## config.mk

```make
export PLATFORM = sky130hd
export DESIGN_NAME = dsp_mac_seq
export DESIGN_NICKNAME = d
export VERILOG_FILES = /design/src/rtl/dsp_seq_pkg.sv /design/src/rtl/dsp_seq_dly.sv /design/src/rtl/dsp_mac_seq.sv
export SDC_FILE = /design/constraint.sdc
export NUM_CORES = 1
export LEC_CHECK = 0
export ABC_CLOCK_PERIOD_IN_PS = 2360
export BUFFER_PORTS_ARGS = -buffer_cell sky130_fd_sc_hd__buf_2
export CAP_MARGIN = 30
export CORE_MARGIN = 5
export CORE_UTILIZATION = 51
export CTS_BUF_LIST = sky130_fd_sc_hd__clkbuf_4
export DETAILED_ROUTE_END_ITERATION = 10
export GPL_ROUTABILITY_DRIVEN = 1
export HOLD_SLACK_MARGIN = 0.15
export PLACE_DENSITY = 0.82
export SKIP_CTS_REPAIR_TIMING = 1
export SLEW_MARGIN = 20
export SYNTH_ARGS = -nofsm -noshare
export SYNTH_HDL_FRONTEND = slang
export SYNTH_HIERARCHICAL = 1
export SYNTH_SLANG_ARGS = --single-unit
export TNS_END_PERCENT = 20
```

## constraint.sdc

```tcl
create_clock -name clk -period 2.36 [get_ports clk]
set_input_delay 0.236 -clock clk [delete_from_list [all_inputs] [get_ports clk]]
set_output_delay 0.236 -clock clk [all_outputs]
set_load 0.05 [all_outputs]
```

## src/rtl/dsp_seq_pkg.sv

```systemverilog
// Shared types and constants for the DSP48A1-style MAC sequencer.
// Latency: n/a (package only).
// Backpressure: n/a (package only).
//
// Contents: FSM state enum, OPMODE words, datapath widths and a saturating
// counter helper used for the per-job pair count.
package dsp_seq_pkg;

  localparam int A_W   = 18;  // operand width on the slice A/B ports
  localparam int P_W   = 48;  // slice P width
  localparam int CNT_W = 16;  // pair counter width
  localparam int OPM_W = 8;   // slice OPMODE width

  typedef enum logic [1:0] {
    IDLE  = 2'd0,
    ACCUM = 2'd1,
    DRAIN = 2'd2,
    DONE  = 2'd3
  } state_t;

  // OPMODE[1:0] selects X (01 = multiplier M), OPMODE[3:2] selects Z (10 = P).
  localparam logic [OPM_W-1:0] OPM_NONE  = 8'h00;  // idle: X=0, Z=0
  localparam logic [OPM_W-1:0] OPM_FIRST = 8'h01;  // X=M, Z=0 (starts a job)
  localparam logic [OPM_W-1:0] OPM_ACC   = 8'h09;  // X=M, Z=P
  localparam logic [OPM_W-1:0] OPM_HOLD  = 8'h08;  // X=0, Z=P (bubble)

  // Increment that sticks at all-ones instead of wrapping.
  function automatic logic [CNT_W-1:0] sat_inc(input logic [CNT_W-1:0] v);
    return (v == {CNT_W{1'b1}}) ? v : v + 1'b1;
  endfunction

endpackage

```

## src/rtl/dsp_seq_dly.sv

```systemverilog
// Fixed-depth shift register with synchronous active-low clear.
// Latency: DEPTH cycles from i_d to o_q (DEPTH >= 1).
// Backpressure: none; shifts every cycle.
//
// Ports:
//   clk     in  clock
//   i_clr_n in  synchronous clear, active low (all stages to zero)
//   i_d     in  W-bit data entering the first stage
//   o_q     out W-bit data leaving the last stage
module dsp_seq_dly #(
  parameter int W     = 8,
  parameter int DEPTH = 1
) (
  input  logic         clk,
  input  logic         i_clr_n,
  input  logic [W-1:0] i_d,
  output logic [W-1:0] o_q
);

  logic [W-1:0] r_sr [DEPTH];

  always_ff @(posedge clk) begin
    if (!i_clr_n) begin
      for (int i = 0; i < DEPTH; i++) begin
        r_sr[i] <= '0;
      end
    end else begin
      r_sr[0] <= i_d;
      for (int i = 1; i < DEPTH; i++) begin
        r_sr[i] <= r_sr[i-1];
      end
    end
  end

  assign o_q = r_sr[DEPTH-1];

endmodule

```

## src/rtl/dsp_mac_seq.sv

```systemverilog
// Sequencer driving a DSP48A1-style slice as a multiply-accumulate engine.
// Latency: result valid PIPE_LAT+1 cycles after the last pair handshake.
// Backpressure: s_ready drops from the last pair until the result transfers.
//
// Optional feature macro: SEQ_TIMEOUT_EN (adds m_timeout and an idle-input
// timeout that forces a job to finish; without it ACCUM waits indefinitely).
//
// Ports:
//   clk, RSTN                  clock, synchronous active-low reset
//   s_valid/s_ready            operand stream handshake
//   s_a, s_b, s_last           signed 18-bit operands, end-of-job marker
//   dsp_a, dsp_b, dsp_opmode   registered drive to the slice
//   dsp_p                      slice P output (passed through untouched)
//   m_valid/m_ready            result handshake
//   m_data, m_count            accumulated result, pairs in job (saturating)
//   m_timeout                  result was forced by the timeout (macro only)
//   busy                       any state other than IDLE
module dsp_mac_seq
  import dsp_seq_pkg::*;
#(
  parameter int PIPE_LAT = 4,
  parameter int OPM_DLY  = 2,
  parameter int TIMEOUT  = 16
) (
  input  logic                  clk,
  input  logic                  RSTN,
  input  logic                  s_valid,
  output logic                  s_ready,
  input  logic signed [A_W-1:0] s_a,
  input  logic signed [A_W-1:0] s_b,
  input  logic                  s_last,
  output logic signed [A_W-1:0] dsp_a,
  output logic signed [A_W-1:0] dsp_b,
  output logic [OPM_W-1:0]      dsp_opmode,
  input  logic [P_W-1:0]        dsp_p,
  output logic                  m_valid,
  input  logic                  m_ready,
  output logic [P_W-1:0]        m_data,
  output logic [CNT_W-1:0]      m_count,
`ifdef SEQ_TIMEOUT_EN
  output logic                  m_timeout,
`endif
  output logic                  busy
);

  // Reject configurations the drain counter and OPMODE delay cannot honour.
  if (PIPE_LAT < 2 || PIPE_LAT > 8 || OPM_DLY < 0 || OPM_DLY >= PIPE_LAT ||
      TIMEOUT < 1) begin : g_bad_cfg
    $error("dsp_mac_seq: illegal PIPE_LAT/OPM_DLY/TIMEOUT combination");
  end

  // Drain counter holds values 0..PIPE_LAT (PIPE_LAT <= 8).
  localparam int                DCNT_W     = 4;
  localparam logic [DCNT_W-1:0] DRAIN_LOAD = DCNT_W'(PIPE_LAT);

`ifdef SEQ_TIMEOUT_EN
  localparam int              TO_W    = $clog2(TIMEOUT + 1);
  localparam logic [TO_W-1:0] TO_LAST = TO_W'(TIMEOUT - 1);
`endif

  state_t                r_state;
  logic                  r_s_ready;
  logic signed [A_W-1:0] r_dsp_a;
  logic signed [A_W-1:0] r_dsp_b;
  logic [CNT_W-1:0]      r_cnt;
  logic [DCNT_W-1:0]     r_drain_cnt;
  logic                  r_m_valid;
  logic [P_W-1:0]        r_m_data;
  logic [CNT_W-1:0]      r_m_count;
`ifdef SEQ_TIMEOUT_EN
  logic [TO_W-1:0]       r_idle_cnt;
  logic                  r_forced;
  logic                  r_m_timeout;
`endif

  logic                  w_hs;
  logic [OPM_W-1:0]      w_opm_sched;

  // s_ready is registered, so a handshake is simply valid against it.
  assign w_hs = s_valid & r_s_ready;

  // OPMODE word belonging to the operands being issued at this clock edge.
  // It enters a delay line one stage longer than OPM_DLY because the operand
  // registers themselves add one cycle; both then leave aligned as required.
  always_comb begin
    w_opm_sched = OPM_NONE;
    case (r_state)
      IDLE:    w_opm_sched = w_hs ? OPM_FIRST : OPM_NONE;
      ACCUM:   w_opm_sched = w_hs ? OPM_ACC : OPM_HOLD;
      DRAIN:   w_opm_sched = OPM_HOLD;  // keep P while the pipe empties
      default: w_opm_sched = OPM_NONE;
    endcase
  end

  dsp_seq_dly #(
    .W     (OPM_W),
    .DEPTH (OPM_DLY + 1)
  ) u_opm_dly (
    .clk     (clk),
    .i_clr_n (RSTN),
    .i_d     (w_opm_sched),
    .o_q     (dsp_opmode)
  );

  always_ff @(posedge clk) begin
    if (!RSTN) begin
      r_state     <= IDLE;
      r_s_ready   <= 1'b0;
      r_dsp_a     <= '0;
      r_dsp_b     <= '0;
      r_cnt       <= '0;
      r_drain_cnt <= '0;
      r_m_valid   <= 1'b0;
      r_m_data    <= '0;
      r_m_count   <= '0;
`ifdef SEQ_TIMEOUT_EN
      r_idle_cnt  <= '0;
      r_forced    <= 1'b0;
      r_m_timeout <= 1'b0;
`endif
    end else begin
      // Bubble on the slice inputs unless a pair is issued this cycle.
      r_dsp_a <= '0;
      r_dsp_b <= '0;

      case (r_state)
        IDLE: begin
          r_s_ready <= 1'b1;
          if (w_hs) begin
            r_dsp_a <= s_a;
            r_dsp_b <= s_b;
            r_cnt   <= CNT_W'(1);
`ifdef SEQ_TIMEOUT_EN
            r_idle_cnt <= '0;
            r_forced   <= 1'b0;
`endif
            if (s_last) begin
              r_state     <= DRAIN;
              r_s_ready   <= 1'b0;
              r_drain_cnt <= DRAIN_LOAD;
            end else begin
              r_state <= ACCUM;
            end
          end
        end

        ACCUM: begin
          r_s_ready <= 1'b1;
          if (w_hs) begin
            r_dsp_a <= s_a;
            r_dsp_b <= s_b;
            r_cnt   <= sat_inc(r_cnt);
`ifdef SEQ_TIMEOUT_EN
            r_idle_cnt <= '0;
`endif
            if (s_last) begin
              r_state     <= DRAIN;
              r_s_ready   <= 1'b0;
              r_drain_cnt <= DRAIN_LOAD;
            end
          end else begin
`ifdef SEQ_TIMEOUT_EN
            // Starved for TIMEOUT cycles: finish the job as if s_last came.
            if (r_idle_cnt == TO_LAST) begin
              r_state     <= DRAIN;
              r_s_ready   <= 1'b0;
              r_drain_cnt <= DRAIN_LOAD;
              r_forced    <= 1'b1;
            end else begin
              r_idle_cnt <= r_idle_cnt + 1'b1;
            end
`endif
          end
        end

        DRAIN: begin
          r_s_ready <= 1'b0;
          // Zero means dsp_p now carries the last issued pair's contribution.
          if (r_drain_cnt == '0) begin
            r_m_data  <= dsp_p;
            r_m_count <= r_cnt;
            r_m_valid <= 1'b1;
            r_state   <= DONE;
`ifdef SEQ_TIMEOUT_EN
            r_m_timeout <= r_forced;
`endif
          end else begin
            r_drain_cnt <= r_drain_cnt - 1'b1;
          end
        end

        DONE: begin
          r_s_ready <= 1'b0;
          if (m_ready) begin
            r_m_valid <= 1'b0;
            r_state   <= IDLE;
            r_s_ready <= 1'b1;  // next pair lands the cycle after transfer
`ifdef SEQ_TIMEOUT_EN
            r_m_timeout <= 1'b0;
`endif
          end
        end

        default: begin
          r_state   <= IDLE;
          r_s_ready <= 1'b0;
        end
      endcase
    end
  end

  assign s_ready = r_s_ready;
  assign dsp_a   = r_dsp_a;
  assign dsp_b   = r_dsp_b;
  assign m_valid = r_m_valid;
  assign m_data  = r_m_data;
  assign m_count = r_m_count;
  assign busy    = (r_state != IDLE);
`ifdef SEQ_TIMEOUT_EN
  assign m_timeout = r_m_timeout;
`endif

endmodule

```

==> results by group, run 1 <==
Setup path
  – Arrival @ worst endpoint: 2.60 ns
  – Slowest stage cell, crit path: dfxtp_1
  – R2R setup slack: 0.20 ns
  – Kind of critical path: reg2reg
  – Worst Path Max Fanout: 6
  – Critical Path Max Stage Delay: 0.50 ns
  – Startpoint types: flop
  – CP required: 2.80 ns
  – Crit-path cells: inv_1, ha_1, or2_4, a221oi_4, nand2_2, or3_1, a21boi_1
  – Crit. End Element: flop

Cells and area
  – Register Area: 2960 um2
  – Area Growth Syn to Fin: 40.1%
  – Area of the multi-input gates: 2300 um2
  – Commonest non-fill, non-tap cell in the layout: buf_2
  – Share of layout cells above drive strength 1: 0.298
  – Most frequent cells in the layout: buf_2 (199), nand2_1 (155), dfxtp_1 (148), dlygate4sd3_1 (86), a21boi_0 (70)
  – # diodes: 0
  – Fill cells: 782
  – Nets: 968

Yosys
  – Post-synth top area share: 0.537
  – Synth cell types: 49
  – FFs w/ async S/R, synth: 0
  – Cells after synthesis: 596
  – Synth top area cells: dfxtp_1 (54%), nand2_1 (11%), a21boi_0 (9.5%)
  – Ys Warns: 6
  – Seq/Total Area, Yosys: 0.537
  – Ys flop type: dfxtp_1
  – Post-synth top area cell: dfxtp_1
  – Synthesized flop and latch total: 148
  – Avg Inst Size Synth: 9.26 um2
  – Post-synth EDFFs: 0
  – Mapped Area: 5520 um2

Power and ir drop
  – Internal power: 4600 uW
  – Lkg Pwr: 0.00351 uW
  – Switching Share: 0.405
  – P_sw: 3130 uW
  – VDD IR max: 0.000572 V
  – Clock power frac: 0.218
  – Sequential Power Share: 0.389
  – Power, Total: 7730 uW
  – Combinational share of power: 0.393
  – P per Cell Area: 1000 nW/um2

Clock network
  – Clock root cell: clkbuf_4
  – Worst skew pair latency: 0.51 ns
  – TritonCTS clock tree: yes
  – CTS H-tree depth: 4
  – Clock transition at path regs: 0.12 ns
  – CTS Buf Count: 17
  – Clock sink count: 148
  – Clk buf depth: 2

Global route
  – GR Util All Layers: 0.192
  – First-pass GRT wire length: 20.3 mm
  – Grt ovf: 0
  – Vias in the first global route: 4578
  – Largest net degree at the start of global routing: 65
  – Initial antenna violation count: 0

Routing
  – ANT nets after route: 0
  – Via/cell ratio: 4.92
  – Final wirelength: 14.9 mm
  – DRT Pass-1 Iters: 4
  – Total number of vias: 5028
  – WL/cell: 14.6 um
  – DR DRC count: 0
  – DRT iter0 DRCs: 341

Placed design
  – I/O Buffers: 199
  – Gpl congestion: 0.827
  – HPWL reported at the end of detailed placement: 9.11 mm
  – Post-Place Worst Slack: 0.234 ns

Floorplan
  – Num ports: 200
  – Area of the die: 13000 um2
  – Horiz. Die Dim: 114 um
  – Site Rows: 38
  – Area of the core: 10700 um2
  – Starting Density: 0.516
  – Die H: 114 um

STA
  – Post-Route Setup TNS: 0 ns
  – Hold Slack: 0.177 ns
  – Final Max Slew Viols: 0
  – Final Setup Violations: 0
  – Final min period: 2.16 ns
  – Tcrit/Tclk final: 0.914
  – Slew headroom: 0.576
  – Clk_skew: 0.0157 ns
  – Hold Vio Cnt, Final: 0
  – Fmax: 0.464 GHz
  – Worst-Margin Slew: 0.636 ns
  – RSZ-0062 raised after global routing: no
  – Worst Slack Setup Final: 0.203 ns

Status
  – Status: completed

Min path
  – Tightest Hold Check Type: in2reg

Run
  – Max_cap viols: 0
## synth_stat cells, drive strengths merged (3+ instances only)
cell,instances
a21boi,72
a21oi,9
a31oi,3
and2,62
and3,6
and4,4
buf,26
clkbuf,17
dfxtp,148
ha,8
inv,8
nand2,157
nand2b,4
nand3,8
nor2,12
nor4,4
o211a,3
o21a,3
o21ai,13
## kinds of logic (layout without fill, tap and decap cells)
group | after synthesis | count (layout) | synth area share
muxes | 2 | 2 | 0.00363
xor gates and xnor gates | 1 | 1 | 0.00159
AOI/OAI and AO/OA | 115 | 115 | 0.152
adders and majority gates | 8 | 8 | 0.0181
and+or+nand+nor | 270 | 270 | 0.237
DFF | 148 | 148 | 0.537
other | 1 | 6 | 0.000680
buffers and inverters | 51 | 332 | 0.0490
## path summary, 6_finish.rpt
kind                    startpoint                     to  cells past startpoint
max reg2reg             r_state[0]         r_drain_cnt[1]                      7
max                     r_state[0]         r_drain_cnt[1]                      7
min reg2reg  u_opm_dly/r_sr[0][11]  u_opm_dly/r_sr[0][19]                      1
min                         s_last             r_state[0]                      4
## state kept, by name, indices dropped and copies added, names as in the netlist
signal,cells
dsp_a,18
s_ready,1
r_state,2
u_opm_dly/r_sr,24
dsp_b,18
m_valid,1
m_data,48
r_cnt,16
m_count,16
r_drain_cnt,4
## metal layers
metal,vias to the layer above,share of wire,wire (um),GRT usage
met5,-,0,0,0
met4,0,0.021,316,0.0665
met3,28,0.097,1450,0.0844
met2,210,0.50,7410,0.332
met1,2291,0.39,5750,0.209
li1,2499,-,-,-
## cell type report
cell class	count	share of cell area
sequential	148	0.383
multi-input combinational	402	0.298
timing repair buffer	294	0.252
tap	140	0.0227
clock inverter	10	0.0206
clock buffer	20	0.0194
inverter	8	0.00388
## power groups by stage
stage          registers, uW  clock network (uW)  logic, uW
2_1_floorplan           3860                   0       1370
3_3_place_gp            3040                   0       2810
3_5_place_dp            3060                   0       2900
4_1_cts                 3000                1730       2910
5_1_grt                 3050                1830       3300
6_report                3010                1680       3040
## through the flow
step            util  area (um2)  instances
6_report       0.723        7730       1022
5_1_grt        0.723        7730       1022
4_1_cts        0.642        6870        936
3_5_place_dp   0.613        6560        906
3_3_place_gp   0.613        6560        906
2_1_floorplan      -        5540        601
## worst max-delay path: cells and delay by family, from the launching register on
family,cells,cell delay (ns)
AND/OR/NAND/NOR,3,0.68
AO/OA/AOI/OAI,2,0.51
flip-flops,1,0.50
buffers and inverters,1,0.11
adder cells (fa/ha/maj),1,0.29
(Power assumes the default switching activity.)
==> inputs of run 2 (changes only) <==
--- a/config.mk
+++ b/config.mk
@@ -6,7 +6,7 @@
 export NUM_CORES = 1
 export LEC_CHECK = 0
 export ABC_CLOCK_PERIOD_IN_PS = 2360
-export BUFFER_PORTS_ARGS = -buffer_cell sky130_fd_sc_hd__buf_2
+export BUFFER_PORTS_ARGS = -buffer_cell sky130_fd_sc_hd__buf_4
 export CAP_MARGIN = 30
 export CORE_MARGIN = 5
 export CORE_UTILIZATION = 51
==> results by group, run 2 (synthesis gave the netlist of run 1 again) <==
Cells and area
  – Register Area: 2960 um2
  – Fill cells: 724
  – Most frequent cells in the layout: buf_4 (208), nand2_1 (155), dfxtp_1 (148), dlygate4sd3_1 (88), a21boi_0 (70)
  – Area Growth Syn to Fin: 48.1%
  – Max reg flops: 48
  – Final instance area: 8170 um2
  – # diodes: 0
  – Nets: 970
  – Area of the multi-input gates: 2310 um2
  – Share of layout cells above drive strength 1: 0.301
  – Commonest non-fill, non-tap cell in the layout: buf_4

Clock network
  – Clock root cell: clkbuf_4
  – CTS Buf Count: 17
  – Clock sink count: 148
  – CTS H-tree depth: 4
  – Clock transition at path regs: 0.13 ns
  – Worst skew pair latency: 0.52 ns
  – Clk buf depth: 2
  – TritonCTS clock tree: yes

STA
  – Slew headroom: 0.557
  – RSZ-0062 raised after global routing: no
  – Final min period: 2.19 ns
  – Tcrit/Tclk final: 0.929
  – Final Max Slew Viols: 0
  – Worst Slack Setup Final: 0.167 ns
  – Post-Route Setup TNS: 0 ns
  – Worst-Margin Slew: 0.665 ns
  – Clk_skew: 0.0146 ns
  – Fmax: 0.456 GHz
  – Final Setup Violations: 0
  – Hold Vio Cnt, Final: 0

Routing
  – Top layer in use: met4
  – Via/cell ratio: 4.91
  – DR DRC count: 0
  – DRT iter0 DRCs: 350
  – WL/cell: 15.0 um
  – DR WL met3: 1.52 mm
  – Met1 wire length: 5.95 mm
  – Metal2 WL: 7.65 mm
  – Total number of vias: 5041
  – DRT Pass-1 Iters: 4
  – Final wirelength: 15.4 mm
  – ANT nets after route: 0

Setup path
  – Reg2Reg Depth: 7
  – WP depth: 7
  – Slowest stage cell, crit path: dfxtp_1
  – Startpoint types: flop
  – Arrival @ worst endpoint: 2.65 ns
  – Cell family with most CP delay: simple AND/OR/NAND/NOR gates
  – Critical Path Max Stage Delay: 0.51 ns
  – Crit-path cells: inv_1, ha_1, or2_4, a221oi_4, nand2_2, or3_1, a21boi_1
  – Worst Path Max Fanout: 6
  – Kind of critical path: reg2reg
  – Crit. End Element: flop
  – R2R setup slack: 0.17 ns
  – Worst Path Buf+Inv: 1
  – CP required: 2.81 ns

Global route
  – GR Util All Layers: 0.196
  – Initial antenna violation count: 0
  – First-pass GRT wire length: 20.7 mm
  – Grt ovf: 0
  – Largest net degree at the start of global routing: 65
  – Vias in the first global route: 4577

Placed design
  – HPWL reported at the end of detailed placement: 9.44 mm
  – I/O Buffers: 199
  – Gpl congestion: 0.839
  – Placed cell area: 7030 um2
  – Post-Place Worst Slack: 0.105 ns

Status
  – Status: completed

Run
  – Max_cap viols: 0

Power and ir drop
  – VDD IR max: 0.000536 V
  – Lkg Pwr: 0.00354 uW
  – P per Cell Area: 934 nW/um2
  – Power, Total: 7630 uW

Min path
  – Worst Hold Depth: 4
  – Tightest Hold Check Type: in2reg

Floorplan
  – Num ports: 200
  – Die H: 114 um
  – Site Rows: 38
  – Area of the die: 13000 um2
  – Starting Density: 0.516
  – Horiz. Die Dim: 114 um
  – Area of the core: 10700 um2
## run 2: through the flow
stage          std cells  hold WS, ns  utilization
3_5_place_dp         906        0.419        0.658
2_1_floorplan        601        0.358            -
4_1_cts              938       -0.157        0.681
3_3_place_gp         906        0.416        0.658
5_1_grt             1026        0.202        0.764
6_report            1026        0.266        0.764
## run 2: cell type report
class / instances / share of cell area
clock buffer: 17 / 0.0156
clock inverter: 15 / 0.0152
inverter: 8 / 0.00368
multi-input combinational: 402 / 0.283
sequential: 148 / 0.363
tap: 140 / 0.0214
timing repair buffer: 296 / 0.299
## run 2: worst paths after layout
kind                          from                    end
min                        s_valid   u_opm_dly/r_sr[0][0]
max reg2reg             r_state[0]         r_drain_cnt[1]
max                     r_state[0]         r_drain_cnt[1]
min reg2reg  u_opm_dly/r_sr[0][11]  u_opm_dly/r_sr[0][19]
## run 2: worst reg2reg max path: stages (launching register included)
cell and delay [ns]:
dfxtp_1 0.51, inv_1 0.12, ha_1 0.30, or2_4 0.29, a221oi_4 0.37, nand2_2 0.09
or3_1 0.32, a21boi_1 0.14
## run 2: where the power goes
part           internal, uW  leakage [uW]  switching (uW)
clock                   443      0.000126             966
sequential             2820       0.00120             204
combinational          1070       0.00221            2130
## run 2: routing by layer
| layer | vias up | track usage |
|---|---|---|
| met4 | 0 | 0.0602 |
| met5 | - | 0 |
| met2 | 197 | 0.340 |
| met1 | 2314 | 0.210 |
| met3 | 28 | 0.0971 |
| li1 | 2502 | - |
